File: src/rtl/tff_event_monitor.sv
// tff_event_monitor
// Samples the complementary q/qb outputs of the toggle flip-flop stage on
// every clk1 edge, counts rising edges of q as a two-digit BCD value, drives
// a seven-segment pattern for the units digit, and enters FAULT when q and qb
// are equal for ERR_LIMIT consecutive samples.
//
// Ports:
//   clk1   in   divided clock, all state updates on posedge
//   rst    in   synchronous active-high reset
//   clr    in   synchronous clear (lower priority than rst)
//   en     in   count enable
//   q_in   in   q from the T flip-flop stage
//   qb_in  in   qb from the T flip-flop stage
//   ones   out  BCD units digit (registered)
//   tens   out  BCD tens digit (registered)
//   seg    out  {g,f,e,d,c,b,a} active-high segments
//   rise   out  one-cycle pulse per counted rising edge
//   ovf    out  sticky overflow flag
//   err    out  high while in FAULT
//   state  out  00 IDLE, 01 RUN, 10 FAULT
module tff_event_monitor #(
  parameter int unsigned MAX_TENS  = 9,
  parameter int unsigned ERR_LIMIT = 3
) (
  input  logic       clk1,
  input  logic       rst,
  input  logic       clr,
  input  logic       en,
  input  logic       q_in,
  input  logic       qb_in,
  output logic [3:0] ones,
  output logic [3:0] tens,
  output logic [6:0] seg,
  output logic       rise,
  output logic       ovf,
  output logic       err,
  output logic [1:0] state
);

  typedef enum logic [1:0] {
    IDLE  = 2'b00,
    RUN   = 2'b01,
    FAULT = 2'b10
  } state_t;

  localparam logic [3:0] C_MAX_TENS  = 4'(MAX_TENS);
  localparam logic [3:0] C_ERR_LIMIT = 4'(ERR_LIMIT);

  state_t     r_state, w_state_nxt;
  logic [3:0] r_ones, w_ones_nxt;
  logic [3:0] r_tens, w_tens_nxt;
  logic [3:0] r_bad_cnt, w_bad_cnt_nxt;
  logic       r_q_prev, w_q_prev_nxt;
  logic       r_rise, w_rise_nxt;
  logic       r_ovf, w_ovf_nxt;

  logic       w_valid;
  logic [3:0] w_bad_inc;

  assign w_valid   = (q_in != qb_in);
  assign w_bad_inc = r_bad_cnt + 4'd1;

  always_ff @(posedge clk1) begin
    if (rst) begin
      r_state   <= IDLE;
      r_ones    <= '0;
      r_tens    <= '0;
      r_bad_cnt <= '0;
      r_q_prev  <= 1'b0;
      r_rise    <= 1'b0;
      r_ovf     <= 1'b0;
    end else begin
      r_state   <= w_state_nxt;
      r_ones    <= w_ones_nxt;
      r_tens    <= w_tens_nxt;
      r_bad_cnt <= w_bad_cnt_nxt;
      r_q_prev  <= w_q_prev_nxt;
      r_rise    <= w_rise_nxt;
      r_ovf     <= w_ovf_nxt;
    end
  end

  always_comb begin
    w_state_nxt   = r_state;
    w_ones_nxt    = r_ones;
    w_tens_nxt    = r_tens;
    w_bad_cnt_nxt = r_bad_cnt;
    w_q_prev_nxt  = r_q_prev;
    w_rise_nxt    = 1'b0;
    w_ovf_nxt     = r_ovf;

    if (clr) begin
      w_state_nxt   = IDLE;
      w_ones_nxt    = '0;
      w_tens_nxt    = '0;
      w_bad_cnt_nxt = '0;
      w_q_prev_nxt  = 1'b0;
      w_ovf_nxt     = 1'b0;
    end else begin
      unique case (r_state)
        IDLE: begin
          if (w_valid) begin
            w_q_prev_nxt = q_in;
            w_state_nxt  = RUN;
          end
        end
        RUN: begin
          if (w_valid) begin
            w_bad_cnt_nxt = '0;
            w_q_prev_nxt  = q_in;
            if (!r_q_prev && q_in && en) begin
              w_rise_nxt = 1'b1;
              if (r_ones == 4'd9) begin
                w_ones_nxt = '0;
                if (r_tens == C_MAX_TENS) begin
                  w_tens_nxt = '0;
                  w_ovf_nxt  = 1'b1;
                end else begin
                  w_tens_nxt = r_tens + 4'd1;
                end
              end else begin
                w_ones_nxt = r_ones + 4'd1;
              end
            end
          end else begin
            // q_prev is held so a short invalid gap between a valid 0 and
            // a valid 1 still counts as one rising edge.
            w_bad_cnt_nxt = w_bad_inc;
            if (w_bad_inc == C_ERR_LIMIT) begin
              w_state_nxt = FAULT;
            end
          end
        end
        FAULT: begin
          // Frozen until clr or rst.
        end
        default: begin
          w_state_nxt = IDLE;
        end
      endcase
    end
  end

  always_comb begin
    seg = 7'h00;
    if (r_state == FAULT) begin
      seg = 7'h79;
    end else begin
      case (r_ones)
        4'd0:    seg = 7'h3F;
        4'd1:    seg = 7'h06;
        4'd2:    seg = 7'h5B;
        4'd3:    seg = 7'h4F;
        4'd4:    seg = 7'h66;
        4'd5:    seg = 7'h6D;
        4'd6:    seg = 7'h7D;
        4'd7:    seg = 7'h07;
        4'd8:    seg = 7'h7F;
        4'd9:    seg = 7'h6F;
        default: seg = 7'h00;
      endcase
    end
  end

  assign ones  = r_ones;
  assign tens  = r_tens;
  assign rise  = r_rise;
  assign ovf   = r_ovf;
  assign err   = (r_state == FAULT);
  assign state = r_state;

endmodule

File: config.mk
export PLATFORM = sky130hd
export DESIGN_NAME = tff_event_monitor
export DESIGN_NICKNAME = d
export VERILOG_FILES = /design/src/rtl/tff_event_monitor.sv
export SDC_FILE = /design/constraint.sdc
export NUM_CORES = 1
export LEC_CHECK = 0
export BUFFER_PORTS_ARGS = -buffer_cell sky130_fd_sc_hd__buf_2
export CELL_PAD_IN_SITES_DETAIL_PLACEMENT = 0
export CELL_PAD_IN_SITES_GLOBAL_PLACEMENT = 1
export CORE_UTILIZATION = 44
export CTS_CLUSTER_SIZE = 10
export DETAILED_ROUTE_END_ITERATION = 10
export PLACE_DENSITY = 0.83
export SETUP_SLACK_MARGIN = 0.2
export SLEW_MARGIN = 20
export SYNTH_ARGS = -nofsm -noshare
export SYNTH_HDL_FRONTEND = slang
export SYNTH_SLANG_ARGS = --single-unit
File: constraint.sdc
create_clock -name clk1 -period 2.95 [get_ports clk1]
set_input_delay 0.295 -clock clk1 [delete_from_list [all_inputs] [get_ports clk1]]
set_output_delay 0.295 -clock clk1 [all_outputs]
set_load 0.01 [all_outputs]
# Word-level counts from Yosys, hierarchy flattened
# Memories as Yosys holds them, arrays and structs flattened. A register that Yosys moved wholly into a read port is not among the register bits.
# Index checks and enable logic that the tools add are counted.
# totals
n_memories,1
output_inout_bits,20
mem_bits_ro,112
reg_bits,17
in_bits,6
wordCells,46
# mem_list
memory,depth,word_bits,rd,rd_ports_with_merged_regs,wr,line_no,source
(name not given),16,7,1,1,0,149,case (r_ones)
# classes
n_reduce_logical,12
n_addsub,3
bitwise_logic,3
mux,11
eq_ne,9
# op_table
op,n
$mux 4,5
$add 4x1->4 const B,3
$eq 4x4->1 const B,2
$reduce_and 4->1,2
$mux 7,1
$mux 2,3
$ne 2x2->1 const B,3
$pmux 2 s3,1
$reduce_and 5->1,1
$eq 4x2->1 const B,1
$reduce_or 2->1,2
$reduce_or 4->1,1
$not 1->1,3
$reduce_and 3->1,1
$eq 2x1->1 const B,1
$eq 2x2->1 const B,1
$logic_and 1x1->1,2
$logic_not 2->1,1
$reduce_and 2->1,1
$logic_not 1->1,1
$mux 1,1
$ne 1x1->1,1

# Depth between registers and ports, before layout
# depth
word_depth,6
depth_mapped,11
depth_no_buf,10

# Worst setup path after synthesis
# OpenSTA, ideal clock, no wires.
# synth_timing
path_kind,register to register
start,register r_ones[1] (netlist: ones[1])
end,register (tool-made name)
required_ns,2.880
arrival_ns,1.976
period_less_slack_ns,2.046
path_slack_ns,0.904
path_stages_with_launch,11
path_buffers,1
path_cell_list,dfxtp_1 > inv_1 > ha_1 > and3b_1 > buf_6 > and4bb_2 > o21a_4 > inv_2 > ha_1 > mux2_4 > a21oi_1
# synth_lines
item,line_no,source
start: declaration,50,"logic [3:0] r_ones, w_ones_nxt;"
start signal: assignment,74,r_ones <= w_ones_nxt;

==> flow_summary.toml <==
[clock_tree]
root_buffer = "clkbuf_4"
cts_max_level = 1
clkLatencyLatePin_ns = 0.31
path_clk_slew_ns = 0.12
cts_sinks = 24
postCtsHoldBufs = 0
cts_resized = 0
tritoncts = "built"
cts_buffers = 3
cts.path.max_buffers = 2
post-cts-setup-buffers = 0

[placed_design]
dpl.cell_count = 198
dp_slack_ns = 0.816
dp_hpwl_microns = 1870
gp_congestion = 0.845
placed_area_sq_um = 1470
port_buffers = 25

[yosys]
synth_area_sq_um = 1330
ys_ff_latch = 24
synth-edff-count = 0
synth_cell_type_count = 42
syn-mean-instance-area_sq_um = 9.10
async_reset_ff_share_pct = 0
synthCells = 146
syn-num-nets = 162
yosysSeqAreaShare_pct = 36.2
synth-main-ff-cell = "dfxtp_1"
yosys_warnings = 0

[worst_setup_path]
r2r_slack_ns = 0.83
crit_path_max_fanout = 6
end_kind = "flip-flop"
crit_arrival_ns = 2.38
r2r_cells = 9
crit_path_start = "ones[1]$_SDFFE_PP0N_"
critical_path_class = "flip-flop to flip-flop"
critPathLaunchType = "flip-flop"
r2r-start = "ones[1]$_SDFFE_PP0N_"
crit_required_ns = 3.21

[timing]
tns_ns = 0
min_period_over_period_pct = 72.0
min_period_ns = 2.12
tightest_slew_ns = 0.556
setup_viol = 0
final.setup_skew_ns = 0.00734
rsz0062_at_grt = "no"
timing.hold.ws_ns = 0.267
drv_slew = 0
final.setup.worst_slack_ns = 0.827
fmax_ghz = 0.471
relSlewSlack_pct = 62.9
hold_viol_final = 0

[pwr]
p_int_mw = 0.385
switching_share_pct = 22.8
comb_power_share_pct = 6.2
p_clk_share_pct = 28.0
powerDensity_nw_per_um2 = 334
switchingPower_mw = 0.113
leakage_nw = 0.620
power_frac_seq_pct = 65.8
vdd_drop_max_mv = 0.207

[min_path]
worstHoldPathType = "primary input to flip-flop"
hold_depth = 3
hp-start = "q_in"
whs_endpoint = "r_q_prev$_SDFFE_PP0P_"

[final_layout]
diodes = 0
finalNonFillerCells = 201
final_area_sq_um = 1490
fin_nets = 188
syn2layout_area_growth_pct = 12.2
layout-drive-gt1-share_pct = 25.3
fill_cells = 267

[run]
cap_viol_max_count = 0

[floorplan]
ioPinCount = 26
core_area_sq_um = 2810
die_x_microns = 57.0
rows = 19
dieArea_sq_um = 3240
initial_core_util_pct = 47.4
fp.dieH_microns = 57.0

[drt]
vias_per_cell = 5.07
ant_nets = 0
num_vias = 1019
routed_wl_microns = 2400
drt_iter0_drc = 76
drt_pass1_iterations = 7
drc_errors = 6
wl_per_cell_microns = 12.0

[run_status]
status = "finished, violations left"
failed_checks = "design-rule violations"

[global_route]
antenna_found_initial = 0
grt_max_degree = 16
grt_pass1_wl_microns = 4150
overflow = 0
grt_pass1_vias = 926
track_usage_pct = 16.6
## final cells by class
class                   instances  area [sq um]  share of cell area (%)
inverters                      10          37.5                    2.52
multi-input cells             108           787                    52.8
repair buffers                 25           125                    8.39
clock buffers                   3          22.5                    1.51
well taps                      31          38.8                    2.60
flip-flops and latches         24           480                    32.2
## synth_stat cells (all sizes together), types with 2 or more instances
cell    count  area share, %
nand3       3            2.1
and4bb      2            2.2
xor2        3            2.0
mux2i       2            2.4
nand2      10            2.8
o21a        5            3.4
o21ai       5            1.9
nand2b     11            5.2
and2        4            2.0
clkbuf      3           0.94
a21oi      15            6.8
xnor2       3            2.0
ha         10            9.4
inv        10            2.8
nor3        6            2.6
dfxtp      24             36
nor2       16            4.7
## per-stage QoR
| step | utilization, % | total power, mW |
|---|---|---|
| floorplan | - | 0.357 |
| global placement | 52.4 | 0.366 |
| detailed placement | 52.4 | 0.367 |
| CTS | 53.2 | 0.506 |
| global route | 53.2 | 0.527 |
| finish | 53.2 | 0.498 |
## worst max-delay path: stages (launching register included)
cell and delay [ns]:
dfxtp_1 0.40, inv_1 0.07, ha_1 0.17, and3b_1 0.24, and4bb_2 0.37, o21a_4 0.16, inv_2 0.06, ha_1 0.21
mux2_4 0.26, a21oi_1 0.13
## power groups by stage
stage	sequential, mW	combinational, mW	clock [mW]
after CTS	0.328	0.0313	0.147
final	0.328	0.0307	0.140
after floorplan	0.335	0.0212	0
after detailed placement	0.335	0.0313	0
after global placement	0.335	0.0304	0
after global routing	0.329	0.0346	0.164
## layout by cell type (no fill, tap or decap), types with 3 or more instances in the layout
cell      count
inv_1         9
nor3_1        5
xnor2_1       3
nand2b_1     11
ha_1         10
dfxtp_1      24
o21ai_0       5
buf_2        25
o21a_1        4
nand2_1      10
clkbuf_4      3
xor2_1        3
a21oi_1      13
nor2_1       15
and2_1        3
## per-layer routing
metal | vias to the layer above | share of wire (%) | GRT usage, % | wire length (microns)
met2 | 13 | 47 | 26.4 | 1130
met1 | 454 | 48 | 21.7 | 1160
met3 | 4 | 2.7 | 2.72 | 66
met5 | - | 0 | 0 | 0
li1 | 548 | - | - | -
met4 | 0 | 2.0 | 9.06 | 49
## worst max path at each step
stage / endpoint / slack [ns]
floorplan: flip-flop / 0.90
global placement: flip-flop / 0.89
CTS: flip-flop / 0.83
detailed placement: flip-flop / 0.82
finish: flip-flop / 0.83
global route: flip-flop / 0.67
## cells by family (layout without fill, tap and decap cells)
group | Yosys count | count (layout) | share of synthesized area, %
AND/OR/NAND/NOR | 59 | 59 | 25.5
XOR/XNOR | 6 | 6 | 3.96
adder cells (fa/ha/maj) | 10 | 10 | 9.42
AO/OA/AOI/OAI | 30 | 30 | 16.8
flip-flops | 24 | 24 | 36.2
buffers and inverters | 14 | 38 | 4.61
multiplexers | 3 | 3 | 3.58
(Power assumes the default switching activity.)
